### src/rtl/fib_dispatch.sv
// Request dispatcher for the Fibonacci kernel: launches one job per request,
// enforces a WAIT timeout and buffers {err, cycles, result} responses in a FIFO.
module fib_dispatch #(
    parameter int unsigned TIMEOUT = 255,
    parameter int unsigned DEPTH   = 2
) (
    input  logic        clk,
    input  logic        rst_n,
    input  logic        req_valid,
    output logic        req_ready,
    input  logic [5:0]  req_n,
    input  logic [31:0] req_a,
    input  logic [31:0] req_b,
    output logic        k_r_enable,
    output logic        k_control_arr,
    output logic [5:0]  k_init_n,
    output logic [31:0] k_init_a,
    output logic [31:0] k_init_b,
    input  logic        k_w_enable,
    input  logic [31:0] k_result,
    output logic        resp_valid,
    input  logic        resp_ready,
    output logic        resp_err,
    output logic [15:0] resp_cycles,
    output logic [31:0] resp_result,
    output logic        busy
);
    localparam int AW = (DEPTH > 1) ? $clog2(DEPTH) : 1;
    localparam logic [AW:0]   DEPTH_C   = (AW + 1)'(DEPTH);
    localparam logic [16:0]   TIMEOUT_C = 17'(TIMEOUT);
    localparam logic [15:0]   TIMEOUT16 = 16'(TIMEOUT);

    typedef enum logic [1:0] {IDLE, START, WAIT} state_e;

    typedef struct packed {
        logic        err;
        logic [15:0] cycles;
        logic [31:0] result;
    } resp_t;

    state_e      state_q, state_d;
    logic [15:0] cyc_q, cyc_d;
    logic        r_enable_q, r_enable_d;
    logic        busy_q, busy_d;
    logic [5:0]  init_n_q, init_n_d;
    logic [31:0] init_a_q, init_a_d;
    logic [31:0] init_b_q, init_b_d;
    logic [AW-1:0] wr_ptr_q, wr_ptr_d;
    logic [AW-1:0] rd_ptr_q, rd_ptr_d;
    logic [AW:0]   count_q, count_d;
    resp_t       mem_q [DEPTH];
    resp_t       mem_d [DEPTH];

    logic        accept, push, pop;
    resp_t       push_data;
    logic [16:0] cyc_inc;
    logic [15:0] cyc_sat;

    assign req_ready = (state_q == IDLE) && (count_q < DEPTH_C);
    assign accept    = req_valid && req_ready;
    assign resp_valid = (count_q != '0);
    assign pop       = resp_valid && resp_ready;
    assign cyc_inc   = {1'b0, cyc_q} + 17'd1;
    assign cyc_sat   = cyc_inc[16] ? 16'hFFFF : cyc_inc[15:0];

    always_comb begin
        state_d    = state_q;
        cyc_d      = cyc_q;
        r_enable_d = 1'b0;
        init_n_d   = init_n_q;
        init_a_d   = init_a_q;
        init_b_d   = init_b_q;
        push       = 1'b0;
        push_data  = '0;
        case (state_q)
            IDLE: begin
                if (accept) begin
                    state_d    = START;
                    r_enable_d = 1'b1;
                    init_n_d   = req_n;
                    init_a_d   = req_a;
                    init_b_d   = req_b;
                end
            end
            START: begin
                cyc_d   = '0;
                state_d = WAIT;
            end
            WAIT: begin
                // Completion wins over timeout when both land in the same cycle.
                if (k_w_enable) begin
                    push      = 1'b1;
                    push_data = '{err: 1'b0, cycles: cyc_sat, result: k_result};
                    state_d   = IDLE;
                end else if (cyc_inc == TIMEOUT_C) begin
                    push      = 1'b1;
                    push_data = '{err: 1'b1, cycles: TIMEOUT16, result: 32'd0};
                    state_d   = IDLE;
                end else begin
                    cyc_d = cyc_sat;
                end
            end
            default: state_d = IDLE;
        endcase
        busy_d = (state_d != IDLE);
    end

    // Slot is reserved at accept time, so a push never finds the buffer full.
    always_comb begin
        mem_d    = mem_q;
        wr_ptr_d = wr_ptr_q;
        rd_ptr_d = rd_ptr_q;
        count_d  = count_q;
        if (push) begin
            mem_d[wr_ptr_q] = push_data;
            wr_ptr_d        = wr_ptr_q + 1'b1;
        end
        if (pop) rd_ptr_d = rd_ptr_q + 1'b1;
        if (push && !pop) count_d = count_q + 1'b1;
        else if (!push && pop) count_d = count_q - 1'b1;
    end

    always_ff @(posedge clk or negedge rst_n) begin
        if (!rst_n) begin
            state_q    <= IDLE;
            cyc_q      <= '0;
            r_enable_q <= 1'b0;
            busy_q     <= 1'b0;
            init_n_q   <= '0;
            init_a_q   <= '0;
            init_b_q   <= '0;
            wr_ptr_q   <= '0;
            rd_ptr_q   <= '0;
            count_q    <= '0;
            for (int i = 0; i < DEPTH; i++) mem_q[i] <= '0;
        end else begin
            state_q    <= state_d;
            cyc_q      <= cyc_d;
            r_enable_q <= r_enable_d;
            busy_q     <= busy_d;
            init_n_q   <= init_n_d;
            init_a_q   <= init_a_d;
            init_b_q   <= init_b_d;
            wr_ptr_q   <= wr_ptr_d;
            rd_ptr_q   <= rd_ptr_d;
            count_q    <= count_d;
            mem_q      <= mem_d;
        end
    end

    assign k_r_enable    = r_enable_q;
    assign k_control_arr = 1'b0;
    assign k_init_n      = init_n_q;
    assign k_init_a      = init_a_q;
    assign k_init_b      = init_b_q;
    assign busy          = busy_q;
    assign resp_err      = mem_q[rd_ptr_q].err;
    assign resp_cycles   = mem_q[rd_ptr_q].cycles;
    assign resp_result   = mem_q[rd_ptr_q].result;

endmodule

### config.mk
export PLATFORM = sky130hd
export DESIGN_NAME = fib_dispatch
export DESIGN_NICKNAME = d
export VERILOG_FILES = /design/src/rtl/fib_dispatch.sv
export SDC_FILE = /design/constraint.sdc
export NUM_CORES = 1
export LEC_CHECK = 0
export CAP_MARGIN = 30
export CORE_MARGIN = 1
export CORE_UTILIZATION = 25
export CTS_CLUSTER_DIAMETER = 100
export DETAILED_ROUTE_END_ITERATION = 10
export GPL_TIMING_DRIVEN = 0
export SLEW_MARGIN = 20
export SYNTH_ARGS = -nofsm -noshare
export SYNTH_HDL_FRONTEND = slang
export SYNTH_SLANG_ARGS = --single-unit
export TNS_END_PERCENT = 1
### constraint.sdc
create_clock -name clk -period 7.3 [get_ports clk]
set_clock_uncertainty 0.2 [all_clocks]
set_input_delay 1.46 -clock clk [delete_from_list [all_inputs] [get_ports clk]]
set_output_delay 1.46 -clock clk [all_outputs]
set_load 0.03 [all_outputs]
==> summary.md <==
| Metric | Value |
|---|---|
| Status | `finished clean` |
| DR vias/cell | `4.59` |
| Max frequency | `about 0.23 GHz` |
| Reg power frac | `32.1%` |
| Mapped Nets | `roughly 750` |
| Ant diodes | `0` |
| Dpl hpwl | `16.8 mm` |
| CTS tree | `yes` |
| Total gr overflow | `0` |
| RSZ-0062 raised after global routing | `no` |
| Slowest CP cell | `clkdlybuf4s50_1` |
| Startpoint Class | `flip-flop` |
| Clock transition at the registers of the reported paths | `0.07 ns` |
| WS Path Type | `reg -> out` |
| Setup ws final | `about 2.9 ns` |
| Skew-Pair Late Insertion Delay | `0.44 ns` |
| DR WL/cell | `17.6 um` |
| CTS HTree Levels | `4` |
| Largest net degree at the start of global routing | `79` |
| Die H | `184 um` |
| R2R depth | `13` |
| Area Growth Syn to Fin | `42.0%` |
| Slew Viols, Final | `0` |
| Slew headroom | `51.0%` |
| CP max stage delay | `0.64 ns` |
| Layout cells sized above 1 | `roughly a fifth` |
| Postcts setup bufs | `0` |
| Largest delay share family, worst path | `buffers and inverters` |
| Critical-path cell list | `clkbuf_1 > clkbuf_1 > mux2_2 > clkdlybuf4s50_1` |
| RR Startpoint | `cyc_q[1]$_DFFE_PN0P_` |
| Vias in the first global route | `6,543` |
| CP startpoint | `rd_ptr_q$_DFFE_PN0P_` |
| Multi-input logic area | `3230 um^2` |
| Clock root cell | `clkbuf_16` |
| Most frequent cells in the layout | `228 x clkdlybuf4s50_1, 192 x dfrtp_1, 119 x mux2_2` |
| Final wirelength | `23.6 mm` |
| Worst r2r dst | `count_q[1]$_DFFE_PN0P_` |
| Via Count | `about 6.2k` |
| Min-Delay Path Class | `reg -> reg` |
| Min Tclk post-route | `4.37 ns` |
| Yosys warning total | `0` |
| Worst path required time | `5.64 ns` |
| Internal power | `3.35 mW` |
| Arrival time at the worst endpoint | `2.71 ns` |
| Clk pwr share | `16.9%` |
| Residual DRC count | `0` |
| Global-route wire length before repair | `37.3 mm` |
| Sw Pwr | `2.24 mW` |
| First-pass DRT Iterations | `4` |
| Async set or reset register ratio after synthesis | `between 90% and 100%` |
| Fillers | `3,160` |
| Clock tree buffer depth | `2` |
| R2R Setup Slk | `3.67 ns` |
| Cell row count | `66` |
| Final setup vio count | `0` |
| Core Area | `about 33,000 um^2` |
| Area after DPL | `approximately 11,000 um^2` |
| IO Count | `~230` |
| DRT iter0 DRCs | `306` |
| Critical path capture point type | `output pin` |
| Reg area | `4800 um^2` |
| Most used cell, CP | `clkbuf_1` |
| FF+latch count, synth | `192` |
| Number of synthesized flops with an enable pin | `0` |
| Worst Hold Path Cells | `1` |
| Top FF cell, synth | `dfrtp_1` |
| Logic gate share of total power | `50.9%` |
| Fin nets | `997` |
| Cells after Synth | `637` |
| CTS Sinks | `192` |
| DP Worst Slack | `roughly 3.2 ns` |
| Starting Density | `25.4%` |
| Synth Cell Area | `a little over 8000 um^2` |
| Leakage | `roughly 5 nW` |
| Commonest non-fill, non-tap cell in the layout | `clkdlybuf4s50_1` |
| Buf/Inv on CP | `3` |
| MaxCap Viol Count | `0` |
| Post-CTS Hold Buffers | `0` |
| Mapped Avg Cell Area | `around 13 um^2` |
| Hold Crit Endpoint | `mem_q[93]$_DFFE_PN0P_` |
| GRT Resource Usage Total | `between 10 and 15%` |
| Seq/Total Area, Yosys | `57.9%` |
| Final antenna-violating net count | `0` |
| Initial antenna violation count | `0` |
| Die area | `33,900 um^2` |
| Final hold violation count | `0` |
| Post-route design area | `11,800 um^2` |
| Total clock buffers created by CTS | `17` |
| Placer congestion estimate | `0.831` |
| Post_cts resized | `0` |
| Switching share of total power | `~40%` |
| Fin crit share | `59.9%` |
| Peak VDD IR | `around 0.27 mV` |
| Crit-path max FO | `10` |
| Pwr dens | `about 470 nW/um^2` |
| Worst hold start | `mem_q[93]$_DFFE_PN0P_` |
| Worst-Margin Slew | `0.735 ns` |
| Port bufs | `229` |
| Die Wd | `between 150 and 200 um` |
| Synth cell types | `54` |
## layout make-up
cell class                 instances  share of cell area, %
multi-input combinational        388                   27.5
buffer                            52                   2.06
timing repair buffer             231                   20.0
sequential                       192                   40.8
clock inverter                    15                   1.28
tap                              442                   4.69
clock buffer                      17                   3.61
inverter                           5                  0.159
## worst max-delay path by stage
stage,cells after the start,end,slack [ns]
after global placement,1,mem_q[63]$_DFFE_PN0P_,-3.84
after global routing,4,resp_result[30],2.73
after detailed placement,6,mem_q[78]$_DFFE_PN0P_,3.19
final,4,resp_result[30],2.93
after CTS,4,resp_result[30],2.78
after floorplan,13,count_q[1]$_DFFE_PN0P_,4.16
## cells by family (layout without fill, tap and decap cells)
| kind of cell | count (synthesis) | after routing | synth area share [%] |
|---|---|---|---|
| buffers and inverters | 57 | 320 | 3.15 |
| DFF | 192 | 192 | 57.9 |
| AOI/OAI and AO/OA | 147 | 147 | 14.1 |
| and+or+nand+nor | 100 | 100 | 6.27 |
| muxes | 122 | 122 | 16.5 |
| adders and majority gates | 3 | 3 | 0.452 |
| other | 1 | 1 | 0.0452 |
| xor gates and xnor gates | 15 | 15 | 1.58 |
## worst register-to-register path: stages, from the launching register on
cell	delay [ns]
dfrtp_1	0.51
ha_1	0.19
buf_2	0.21
nand4_1	0.16
or2_4	0.28
or4_1	0.47
a32oi_1	0.33
and4_4	0.30
buf_6	0.15
o21a_1	0.17
ha_1	0.18
xor2_1	0.14
nor2_1	0.06
xor2_1	0.13
## synthesized netlist by cell type, drive strengths merged (2+ instances only)
cell | count | share of area, %
nor4 | 2 | 0.15
mux2i | 3 | 0.36
a31oi | 8 | 0.60
and2 | 4 | 0.30
nand2b | 3 | 0.23
o21a | 5 | 0.47
nor3 | 6 | 0.42
nor4b | 2 | 0.21
buf | 19 | 1.4
nor2 | 19 | 0.86
clkbuf | 33 | 1.5
and3 | 5 | 0.38
xnor2 | 8 | 0.84
mux2 | 119 | 16
nand3 | 12 | 0.78
a2bb2oi | 16 | 1.8
xor2 | 7 | 0.74
a21oi | 10 | 0.60
ha | 3 | 0.45
or3 | 4 | 0.30
nand4 | 4 | 0.30
and4 | 2 | 0.24
a22o | 70 | 7.4
o2bb2ai | 9 | 0.95
inv | 5 | 0.23
nand2 | 26 | 1.2
or2 | 5 | 0.41
o21ai | 17 | 1.1
o211ai | 2 | 0.18
a32o | 2 | 0.24
nor2b | 3 | 0.23
dfrtp | 192 | 58
## per-layer routing
| layer | wire length [um] | track usage (%) | share of wire, % |
|---|---|---|---|
| met5 | 0 | 0 | 0 |
| met3 | 1720 | 4.80 | 7.3 |
| met1 | 10500 | 18.4 | 45 |
| met4 | 332 | 4.77 | 1.4 |
| met2 | 11000 | 23.1 | 47 |
## per-stage QoR
step	util (%)	hold WS, ns	setup TNS [ns]	instances	power (mW)
floorplan	-	0.251	0	637	3.51
global placement	34.2	0.270	-731.66	1308	4.65
detailed placement	34.4	0.273	0	1310	4.68
CTS	36.1	0.293	0	1342	5.66
global route	36.1	0.301	0	1342	5.89
finish	36.1	0.290	0	1342	5.58
## state kept, by name, indices dropped and copies added, names as in the netlist, 2 cells and up
register,count
mem_q,98
k_init_a,32
k_init_b,32
cyc_q,16
k_init_n,6
count_q,2
state_q,2
## power by group through the flow
stage / Combinational, mW / Clock, mW / Sequential, mW
4_1_cts: 2.88 / 0.976 / 1.80
6_report: 2.84 / 0.945 / 1.79
3_5_place_dp: 2.87 / 0 / 1.81
5_1_grt: 3.01 / 1.02 / 1.86
3_3_place_gp: 2.86 / 0 / 1.80
2_1_floorplan: 1.34 / 0 / 2.16
Note: power is estimated with default switching activity, not from simulation.
